**src/rtl/ecc_decoder_pipe_if.sv**
```systemverilog
// Bus bundle for the SEC-DED decoder pipeline: input word handshake,
// corrected output handshake and the error-statistics side band.
interface ecc_decoder_pipe_if #(
    parameter int CNT_W = 8
);
    logic             in_valid;
    logic             in_ready;
    logic [10:0]      data_in;
    logic [4:0]       parity_in;
    logic             out_valid;
    logic             out_ready;
    logic [10:0]      data_out;
    logic             sec_err;
    logic             ded_err;
    logic [3:0]       syndrome_out;
    logic [CNT_W-1:0] sec_cnt;
    logic [CNT_W-1:0] ded_cnt;
    logic             ded_sticky;
    logic             cnt_clr;

    modport master (
        output in_valid, data_in, parity_in, out_ready, cnt_clr,
        input  in_ready, out_valid, data_out, sec_err, ded_err,
               syndrome_out, sec_cnt, ded_cnt, ded_sticky
    );

    modport slave (
        input  in_valid, data_in, parity_in, out_ready, cnt_clr,
        output in_ready, out_valid, data_out, sec_err, ded_err,
               syndrome_out, sec_cnt, ded_cnt, ded_sticky
    );
endinterface

```
**src/rtl/ecc_decoder_pipe.sv**
```systemverilog
// Two-stage Hamming(16,11) SEC-DED checker: stage 1 captures the syndrome,
// stage 2 corrects/classifies into the output registers and updates statistics.
module ecc_decoder_pipe #(
    parameter int CNT_W = 8
) (
    input  logic                 clk,
    input  logic                 rst,
    ecc_decoder_pipe_if.slave    bus
);
    localparam logic [CNT_W-1:0] CNT_MAX = '1;

    logic             r_s1Full;
    logic [10:0]      r_s1Data;
    logic [3:0]       r_s1Syn;
    logic             r_s1Ovr;

    logic             r_s2Full;
    logic [10:0]      r_dataOut;
    logic             r_secErr;
    logic             r_dedErr;
    logic [3:0]       r_synOut;

    logic [CNT_W-1:0] r_secCnt;
    logic [CNT_W-1:0] r_dedCnt;
    logic             r_dedSticky;

    logic [3:0]       w_check;
    logic [3:0]       w_syn;
    logic             w_ovr;
    logic             w_s2Drain;
    logic             w_s2Load;
    logic             w_s1Advance;
    logic             w_inReady;
    logic             w_inFire;
    logic [10:0]      w_corrMask;
    logic             w_isSec;
    logic             w_isDed;
    logic [10:0]      w_corrData;

    always_comb begin
        w_check[0] = bus.data_in[0] ^ bus.data_in[1] ^ bus.data_in[3] ^ bus.data_in[4]
                   ^ bus.data_in[6] ^ bus.data_in[8] ^ bus.data_in[10];
        w_check[1] = bus.data_in[0] ^ bus.data_in[2] ^ bus.data_in[3] ^ bus.data_in[5]
                   ^ bus.data_in[6] ^ bus.data_in[9] ^ bus.data_in[10];
        w_check[2] = bus.data_in[1] ^ bus.data_in[2] ^ bus.data_in[3] ^ bus.data_in[7]
                   ^ bus.data_in[8] ^ bus.data_in[9] ^ bus.data_in[10];
        w_check[3] = ^bus.data_in[10:4];
    end

    assign w_syn = w_check ^ bus.parity_in[3:0];
    assign w_ovr = ^{bus.data_in, bus.parity_in};

    // Each stage refills when empty or when its word leaves in the same cycle.
    assign w_s2Drain   = r_s2Full & bus.out_ready;
    assign w_s2Load    = !r_s2Full | w_s2Drain;
    assign w_s1Advance = r_s1Full & w_s2Load;
    assign w_inReady   = !r_s1Full | w_s1Advance;
    assign w_inFire    = bus.in_valid & w_inReady;

    always_ff @(posedge clk or posedge rst) begin
        if (rst) begin
            r_s1Full <= 1'b0;
            r_s1Data <= '0;
            r_s1Syn  <= '0;
            r_s1Ovr  <= 1'b0;
        end else if (w_inFire) begin
            r_s1Full <= 1'b1;
            r_s1Data <= bus.data_in;
            r_s1Syn  <= w_syn;
            r_s1Ovr  <= w_ovr;
        end else if (w_s1Advance) begin
            r_s1Full <= 1'b0;
        end
    end

    // Map a syndrome naming a data position onto its data bit; parity positions map to nothing.
    always_comb begin
        w_corrMask = '0;
        case (r_s1Syn)
            4'd3:    w_corrMask[0]  = 1'b1;
            4'd5:    w_corrMask[1]  = 1'b1;
            4'd6:    w_corrMask[2]  = 1'b1;
            4'd7:    w_corrMask[3]  = 1'b1;
            4'd9:    w_corrMask[4]  = 1'b1;
            4'd10:   w_corrMask[5]  = 1'b1;
            4'd11:   w_corrMask[6]  = 1'b1;
            4'd12:   w_corrMask[7]  = 1'b1;
            4'd13:   w_corrMask[8]  = 1'b1;
            4'd14:   w_corrMask[9]  = 1'b1;
            4'd15:   w_corrMask[10] = 1'b1;
            default: w_corrMask = '0;
        endcase
    end

    assign w_isSec    = r_s1Ovr;
    assign w_isDed    = !r_s1Ovr & (r_s1Syn != 4'd0);
    assign w_corrData = w_isSec ? (r_s1Data ^ w_corrMask) : r_s1Data;

    always_ff @(posedge clk or posedge rst) begin
        if (rst) begin
            r_s2Full  <= 1'b0;
            r_dataOut <= '0;
            r_secErr  <= 1'b0;
            r_dedErr  <= 1'b0;
            r_synOut  <= '0;
        end else if (w_s1Advance) begin
            r_s2Full  <= 1'b1;
            r_dataOut <= w_corrData;
            r_secErr  <= w_isSec;
            r_dedErr  <= w_isDed;
            r_synOut  <= r_s1Syn;
        end else if (w_s2Drain) begin
            r_s2Full  <= 1'b0;
        end
    end

    // Statistics only move on an output handshake; a clear wins and swallows that event.
    always_ff @(posedge clk or posedge rst) begin
        if (rst) begin
            r_secCnt    <= '0;
            r_dedCnt    <= '0;
            r_dedSticky <= 1'b0;
        end else if (bus.cnt_clr) begin
            r_secCnt    <= '0;
            r_dedCnt    <= '0;
            r_dedSticky <= 1'b0;
        end else if (w_s2Drain) begin
            if (r_secErr && (r_secCnt != CNT_MAX)) begin
                r_secCnt <= r_secCnt + 1'b1;
            end
            if (r_dedErr) begin
                r_dedSticky <= 1'b1;
                if (r_dedCnt != CNT_MAX) begin
                    r_dedCnt <= r_dedCnt + 1'b1;
                end
            end
        end
    end

    assign bus.in_ready     = w_inReady;
    assign bus.out_valid    = r_s2Full;
    assign bus.data_out     = r_dataOut;
    assign bus.sec_err      = r_secErr;
    assign bus.ded_err      = r_dedErr;
    assign bus.syndrome_out = r_synOut;
    assign bus.sec_cnt      = r_secCnt;
    assign bus.ded_cnt      = r_dedCnt;
    assign bus.ded_sticky   = r_dedSticky;
endmodule

```
**src/flat_wrapper.sv**
```systemverilog
// flat-port wrapper written by rule: the top's interface ports become plain ports
module ecc_decoder_pipe_flat 
#(
    parameter int CNT_W = 8
)
  (clk, rst, bus_in_valid, bus_data_in, bus_parity_in, bus_out_ready, bus_cnt_clr, bus_in_ready, bus_out_valid, bus_data_out, bus_sec_err, bus_ded_err, bus_syndrome_out, bus_sec_cnt, bus_ded_cnt, bus_ded_sticky);
  ecc_decoder_pipe_if #(.CNT_W(CNT_W)) bus_i ();
  input  logic clk;
  input  logic rst;
  input wire logic [$bits(bus_i.in_valid)-1:0] bus_in_valid;
  input wire logic [$bits(bus_i.data_in)-1:0] bus_data_in;
  input wire logic [$bits(bus_i.parity_in)-1:0] bus_parity_in;
  input wire logic [$bits(bus_i.out_ready)-1:0] bus_out_ready;
  input wire logic [$bits(bus_i.cnt_clr)-1:0] bus_cnt_clr;
  output wire logic [$bits(bus_i.in_ready)-1:0] bus_in_ready;
  output wire logic [$bits(bus_i.out_valid)-1:0] bus_out_valid;
  output wire logic [$bits(bus_i.data_out)-1:0] bus_data_out;
  output wire logic [$bits(bus_i.sec_err)-1:0] bus_sec_err;
  output wire logic [$bits(bus_i.ded_err)-1:0] bus_ded_err;
  output wire logic [$bits(bus_i.syndrome_out)-1:0] bus_syndrome_out;
  output wire logic [$bits(bus_i.sec_cnt)-1:0] bus_sec_cnt;
  output wire logic [$bits(bus_i.ded_cnt)-1:0] bus_ded_cnt;
  output wire logic [$bits(bus_i.ded_sticky)-1:0] bus_ded_sticky;
  assign bus_i.in_valid = bus_in_valid;
  assign bus_i.data_in = bus_data_in;
  assign bus_i.parity_in = bus_parity_in;
  assign bus_i.out_ready = bus_out_ready;
  assign bus_i.cnt_clr = bus_cnt_clr;
  assign bus_in_ready = bus_i.in_ready;
  assign bus_out_valid = bus_i.out_valid;
  assign bus_data_out = bus_i.data_out;
  assign bus_sec_err = bus_i.sec_err;
  assign bus_ded_err = bus_i.ded_err;
  assign bus_syndrome_out = bus_i.syndrome_out;
  assign bus_sec_cnt = bus_i.sec_cnt;
  assign bus_ded_cnt = bus_i.ded_cnt;
  assign bus_ded_sticky = bus_i.ded_sticky;
  ecc_decoder_pipe #(.CNT_W(CNT_W)) u_core (.clk(clk), .rst(rst), .bus(bus_i));
endmodule
```
**config.mk**
```make
export PLATFORM = sky130hd
export DESIGN_NAME = ecc_decoder_pipe_flat
export DESIGN_NICKNAME = d
export VERILOG_FILES = /design/src/rtl/ecc_decoder_pipe_if.sv /design/src/rtl/ecc_decoder_pipe.sv /design/src/flat_wrapper.sv
export SDC_FILE = /design/constraint.sdc
export NUM_CORES = 1
export LEC_CHECK = 0
export BUFFER_PORTS_ARGS = -buffer_cell sky130_fd_sc_hd__buf_2
export CAP_MARGIN = 30
export CORE_MARGIN = 8
export CORE_UTILIZATION = 49
export DETAILED_ROUTE_END_ITERATION = 8
export GPL_TIMING_DRIVEN = 0
export HOLD_SLACK_MARGIN = 0.08
export PLACE_DENSITY = 0.85
export SLEW_MARGIN = 20
export SYNTH_ARGS = -nofsm -noshare
export SYNTH_HDL_FRONTEND = slang
export SYNTH_SLANG_ARGS = --single-unit
```
**constraint.sdc**
```tcl
create_clock -name clk -period 1.95 [get_ports clk]
set_input_delay 0.39 -clock clk [delete_from_list [all_inputs] [get_ports clk]]
set_output_delay 0.39 -clock clk [all_outputs]
set_load 0.03 [all_outputs]
```
Yosys cells after proc, flatten, opt, wreduce, memory -nomap -nowiden --
Index checks and enable logic that the tools add are counted.
Word-level totals: register bits 52, bits in latches 0, RAM bits 0, memory bits (read-only) 0, output and inout port bits 36, word-level logic and storage cells 95, memories kept 0
Operators by class: $add $sub $neg 2, multipliers 0, divide/modulo/power cells 0, $lt $le $gt $ge 0, eq/ne operators 13, shift-type cells 0, multiplexer cells 26, bitwise operators 26, reductions and logical operators 16
Operators by type and width (count):
- $mux 8 | 7
- $eq 4x4->1 const B | 7
- $mux 1 | 18
- $xor 1x1->1 | 18
- $add 8x1->8 const B | 2
- $ne 8x8->1 const B | 2
- $reduce_xor 16->1 | 1
- $eq 4x3->1 const B | 3
- $reduce_bool 2->1 | 6
- $mux 11 | 1
- $xor 11x11->11 | 1
- $reduce_xor 7->1 | 1
- $and 1x1->1 | 4
- $eq 4x2->1 const B | 1
- $reduce_and 2->1 | 2
- $reduce_bool 4->1 | 1
- $xor 4x4->4 | 1
- $logic_not 1->1 | 3
- $reduce_and 3->1 | 1
- $or 1x1->1 | 2
- $logic_and 1x1->1 | 1

Logic depth before layout (Yosys ltp) --
word-level depth 7, depth in mapped cells 6, mapped depth without buffers 5

Least setup slack after synthesis --
OpenSTA, ideal clock, no wires.
path type flip-flop to flip-flop, start register u_core.r_secCnt[0], in the netlist u_core.bus.sec_cnt[0], end register u_core.r_secCnt[7], in the netlist u_core.bus.sec_cnt[7], library setup time 0.078 ns, arrival time 1.924 ns, data required time 1.872 ns, path slack -0.052 ns, cell stages (with the launch flop) 6, path buffers 0, period minus slack after synthesis 2.002 ns, cell sequence dfrtp_1 ha_1 and4_1 or4_4 or3_1 a21oi_1
Between the ends: longest elaborated chain between the ends 4, elaborated cells on any way between the ends 8, those cells by class add/sub (1); eq/ne (1); mux (3); reduce/logical (3)
Ends and longest elaborated chain:
- start, declared | line ecc_decoder_pipe.sv:23 | logic [CNT_W-1:0] r_secCnt;
- start signal, assigned | line ecc_decoder_pipe.sv:129 | r_secCnt <= r_secCnt + 1'b1;
- $add 8x1->8 / $ne 8x8->1 (equally long branches) | line ecc_decoder_pipe.sv:129, ecc_decoder_pipe.sv:128
- $mux 8 / $logic_and 1x1->1 (equally long branches) | line ecc_decoder_pipe.sv:128 | if (r_secErr && (r_secCnt != CNT_MAX)) begin
- $mux 8 / $reduce_bool 2->1 (equally long branches)
- $mux 8 / $reduce_and 2->1 (equally long branches)
Parallel ways exist; a longest one is shown, timed or not. The select of a mux whose other input is x is not followed. A chain may end at the register's enable or synchronous reset.

Final worst setup path --
start register u_core.r_secCnt[1], in the netlist u_core.bus.sec_cnt[1], end register u_core.r_secCnt[7], in the netlist u_core.bus.sec_cnt[7]
The elaborated chain is that of the path after synthesis.

==> flow_summary.ini <==
[setup_path]
crit_required_ns = 2.19
end_kind = flop
critPathKind = flop to flop
start_kind = flop
rr_worst_depth = 5
worstPathArrival_ns = 2.12
path_max_fanout = 5

[sta]
slew_headroom_pct = 64.3
max_freq_mhz = 533
final.setup.worst_slack_ns = 0.0739
tightest_slew_ns = 0.534
setup-violations-final = 0
hold_viol = 0
drv_slew = 0
finalCriticalPeriod_ns = 1.88
period_share_pct = 96.2
hold_slack_ns = 0.118
clock_skew_ns = 0.00821

[grt]
grt_max_degree = 30
antenna_found_initial = 0
overflow = 0
grt_pass1_vias = 1982
grt_util_all_layers_pct = 14.7
grt_pass1_wl_mm = 9.03

[power_and_ir_drop]
p_leak_nw = 1.40
power_density_nw_per_um2 = 1070
vdd_drop_max_v = 0.000471

[clocking]
cts_tree = yes
ctsHoldBuffers = 0
clkLatencyLatePin_ns = 0.30
htree_levels = 2
post-cts-setup-buffers = 0
clock_path_buffers = 2
cts.sinks = 52
cts_buffers = 5
clkTransAtPathRegs_ns = 0.09
clockRootBuffer = clkbuf_8

[min_path]
worstHoldPathType = input pin to asynchronous set/reset pin

[run]
drv_cap = 0

[detailed_routing]
avgViaCountPerCell = 5.32
vias = 1963
antenna_left = 0
first_iter_violations = 75
first_pass_iters = 4
totalWireLength_mm = 5.49
drc = 0
wl_per_cell_um = 14.9

[floorplanning]
core_um2 = 5140
die_h_um = 89.1
initial_core_util_pct = 50.9
io_pins = 57
rows = 26
die_w_um = 89.1
die_area_um2 = 7940

[synthesis]
synth_cell_types = 34
synthesis.nets = 259
synth.avg_cell_area_um2 = 11.1
syn_inst = 236
yosysWarnings = 0
synth_edf_count = 0
synth_flop_cell = dfrtp_1
ys_seq_area_share_pct = 49.7
synthArstFlopShare_pct = 100
synth-seq-cells = 52
mappedNetlistArea_um2 = 2620

[placed_design]
place_hpwl_mm = 4.26
place_congestion = 0.853
port_buffers = 55
place_ws_ns = 0.0141

[finish]
nets = 322
syn_to_final_growth_pct = 19.3
num_antenna_cells = 0
drive_gt1_share_pct = 30.8

[status]
status = finished clean
==> cell usage after synthesis, types with 3 or more instances <==
| master | n | area share, % |
|---|---|---|
| dfrtp_1 | 52 | 50 |
| nor2_1 | 33 | 4.7 |
| xnor2_1 | 29 | 9.7 |
| mux2_2 | 19 | 8.2 |
| a21oi_1 | 17 | 3.2 |
| nand2_1 | 9 | 1.3 |
| xor2_1 | 9 | 3.0 |
| o21ai_0 | 7 | 1.3 |
| nand2b_1 | 6 | 1.4 |
| and3_1 | 5 | 1.2 |
| nand3_1 | 5 | 0.96 |
| or3_1 | 4 | 0.96 |
| xnor3_1 | 4 | 3.4 |
| buf_1 | 3 | 0.43 |
| mux2i_1 | 3 | 1.1 |
| nand3b_1 | 3 | 0.86 |
| nand4_1 | 3 | 0.72 |
| o211ai_1 | 3 | 0.86 |
==> cells by family after synthesis <==
family / Yosys count / synth area share (%)
AOI/OAI and AO/OA: 31 / 6.55
xor gates and xnor gates: 43 / 17.2
adders and majority gates: 2 / 0.955
buffers and inverters: 8 / 1.24
DFF: 52 / 49.7
muxes: 22 / 9.32
and+or+nand+nor: 78 / 15.1
==> flip-flops by register name, indices dropped and copies added (netlist names), 4 cells and up <==
signal and flops:
u_core.r_s1Data 11, u_core.bus.syndrome_out 4, u_core.bus.data_out 11, u_core.bus.ded_cnt 8, u_core.bus.sec_cnt 8, u_core.r_s1Syn 4
==> metrics by stage <==
stage / TNS, ns / utilization (%) / cells / total power [W] / area [um2]
after global placement: -16.55 / 58.1 / 361 / 0.00262 / 2990
after floorplan: -0.0232 / - / 236 / 0.00232 / 2620
after CTS: 0 / 60.5 / 369 / 0.00339 / 3110
after detailed placement: 0 / 58.5 / 362 / 0.00267 / 3010
after global routing: -0.0000329 / 60.8 / 369 / 0.00354 / 3120
final: 0 / 60.8 / 369 / 0.00335 / 3120
==> worst max-delay path, stage by stage, from the launching register on <==
cell	delay, ns
dfrtp_1	0.46
ha_4	0.20
and4_1	0.20
or4_4	0.49
or3_1	0.33
a21oi_2	0.13
==> worst paths after layout <==
path / slack, ns / endpoint / startpoint
hold reg to reg: 0.49 / u_core.bus.out_valid / u_core.r_s1Full
hold / removal: 0.12 / u_core.bus.ded_cnt[4] / rst
setup reg to reg: 0.07 / u_core.bus.sec_cnt[7] / u_core.bus.sec_cnt[1]
setup / recovery: 0.07 / u_core.bus.sec_cnt[7] / u_core.bus.sec_cnt[1]
min in group clk: 0.31 / u_core.r_s1Full / bus_in_valid
max in group asynchronous: 1.29 / u_core.r_s1Full / rst
==> cells in the final DEF, fill, tap and decap left out, types with 2 or more instances in the layout <==
cell      instances
mux2i_1           3
nor2_1           33
dfrtp_1          51
clkbuf_8          5
and3_1            5
xnor2_1          29
o31ai_1           2
xor2_1            9
nand3_1           5
buf_2            57
nand2_1           8
xnor3_1           4
clkbuf_1          2
nand2b_1          6
nand3b_1          3
or3_1             4
nor4_1            2
o21ai_0           7
mux2_2           19
o211ai_1          3
or4_1             2
a21oi_1          16
buf_1             3
nand4_1           3
==> power breakdown <==
part | total (W) | internal (W) | switching (W) | leakage (nW)
Combinational | 0.00114 | 0.000467 | 0.000673 | 0.714
Clock | 0.000711 | 0.000377 | 0.000335 | 0.0513
Sequential | 0.00150 | 0.00130 | 0.000203 | 0.637
Total | 0.00335 | 0.00214 | 0.00121 | 1.40
==> cell type report <==
| class | instances | area [um2] |
|---|---|---|
| buffer | 6 | 25.0 |
| clock buffer | 6 | 72.6 |
| clock inverter | 1 | 30.0 |
| fill | 439 | 2020 |
| inverter | 2 | 7.51 |
| multi-input combinational | 176 | 1300 |
| sequential | 52 | 1300 |
| tap | 70 | 87.6 |
| timing repair buffer | 56 | 295 |
==> timing repair <==
action | in CTS | in global routing
gates resized for setup | 0 | 3
setup endpoints to repair | 0 | 1
endpoints found under the hold margin | 0 | 0
==> metal layers <==
layer / share of wire (%) / GRT usage (%) / vias up
met4: 1.1 / 4.83 / 0
met5: 0 / 0 / -
met1: 43 / 18.1 / 953
met2: 48 / 23.6 / 60
met3: 7.7 / 4.69 / 8
li1: - / - / 942
Note: power is estimated with default switching activity, not from simulation.
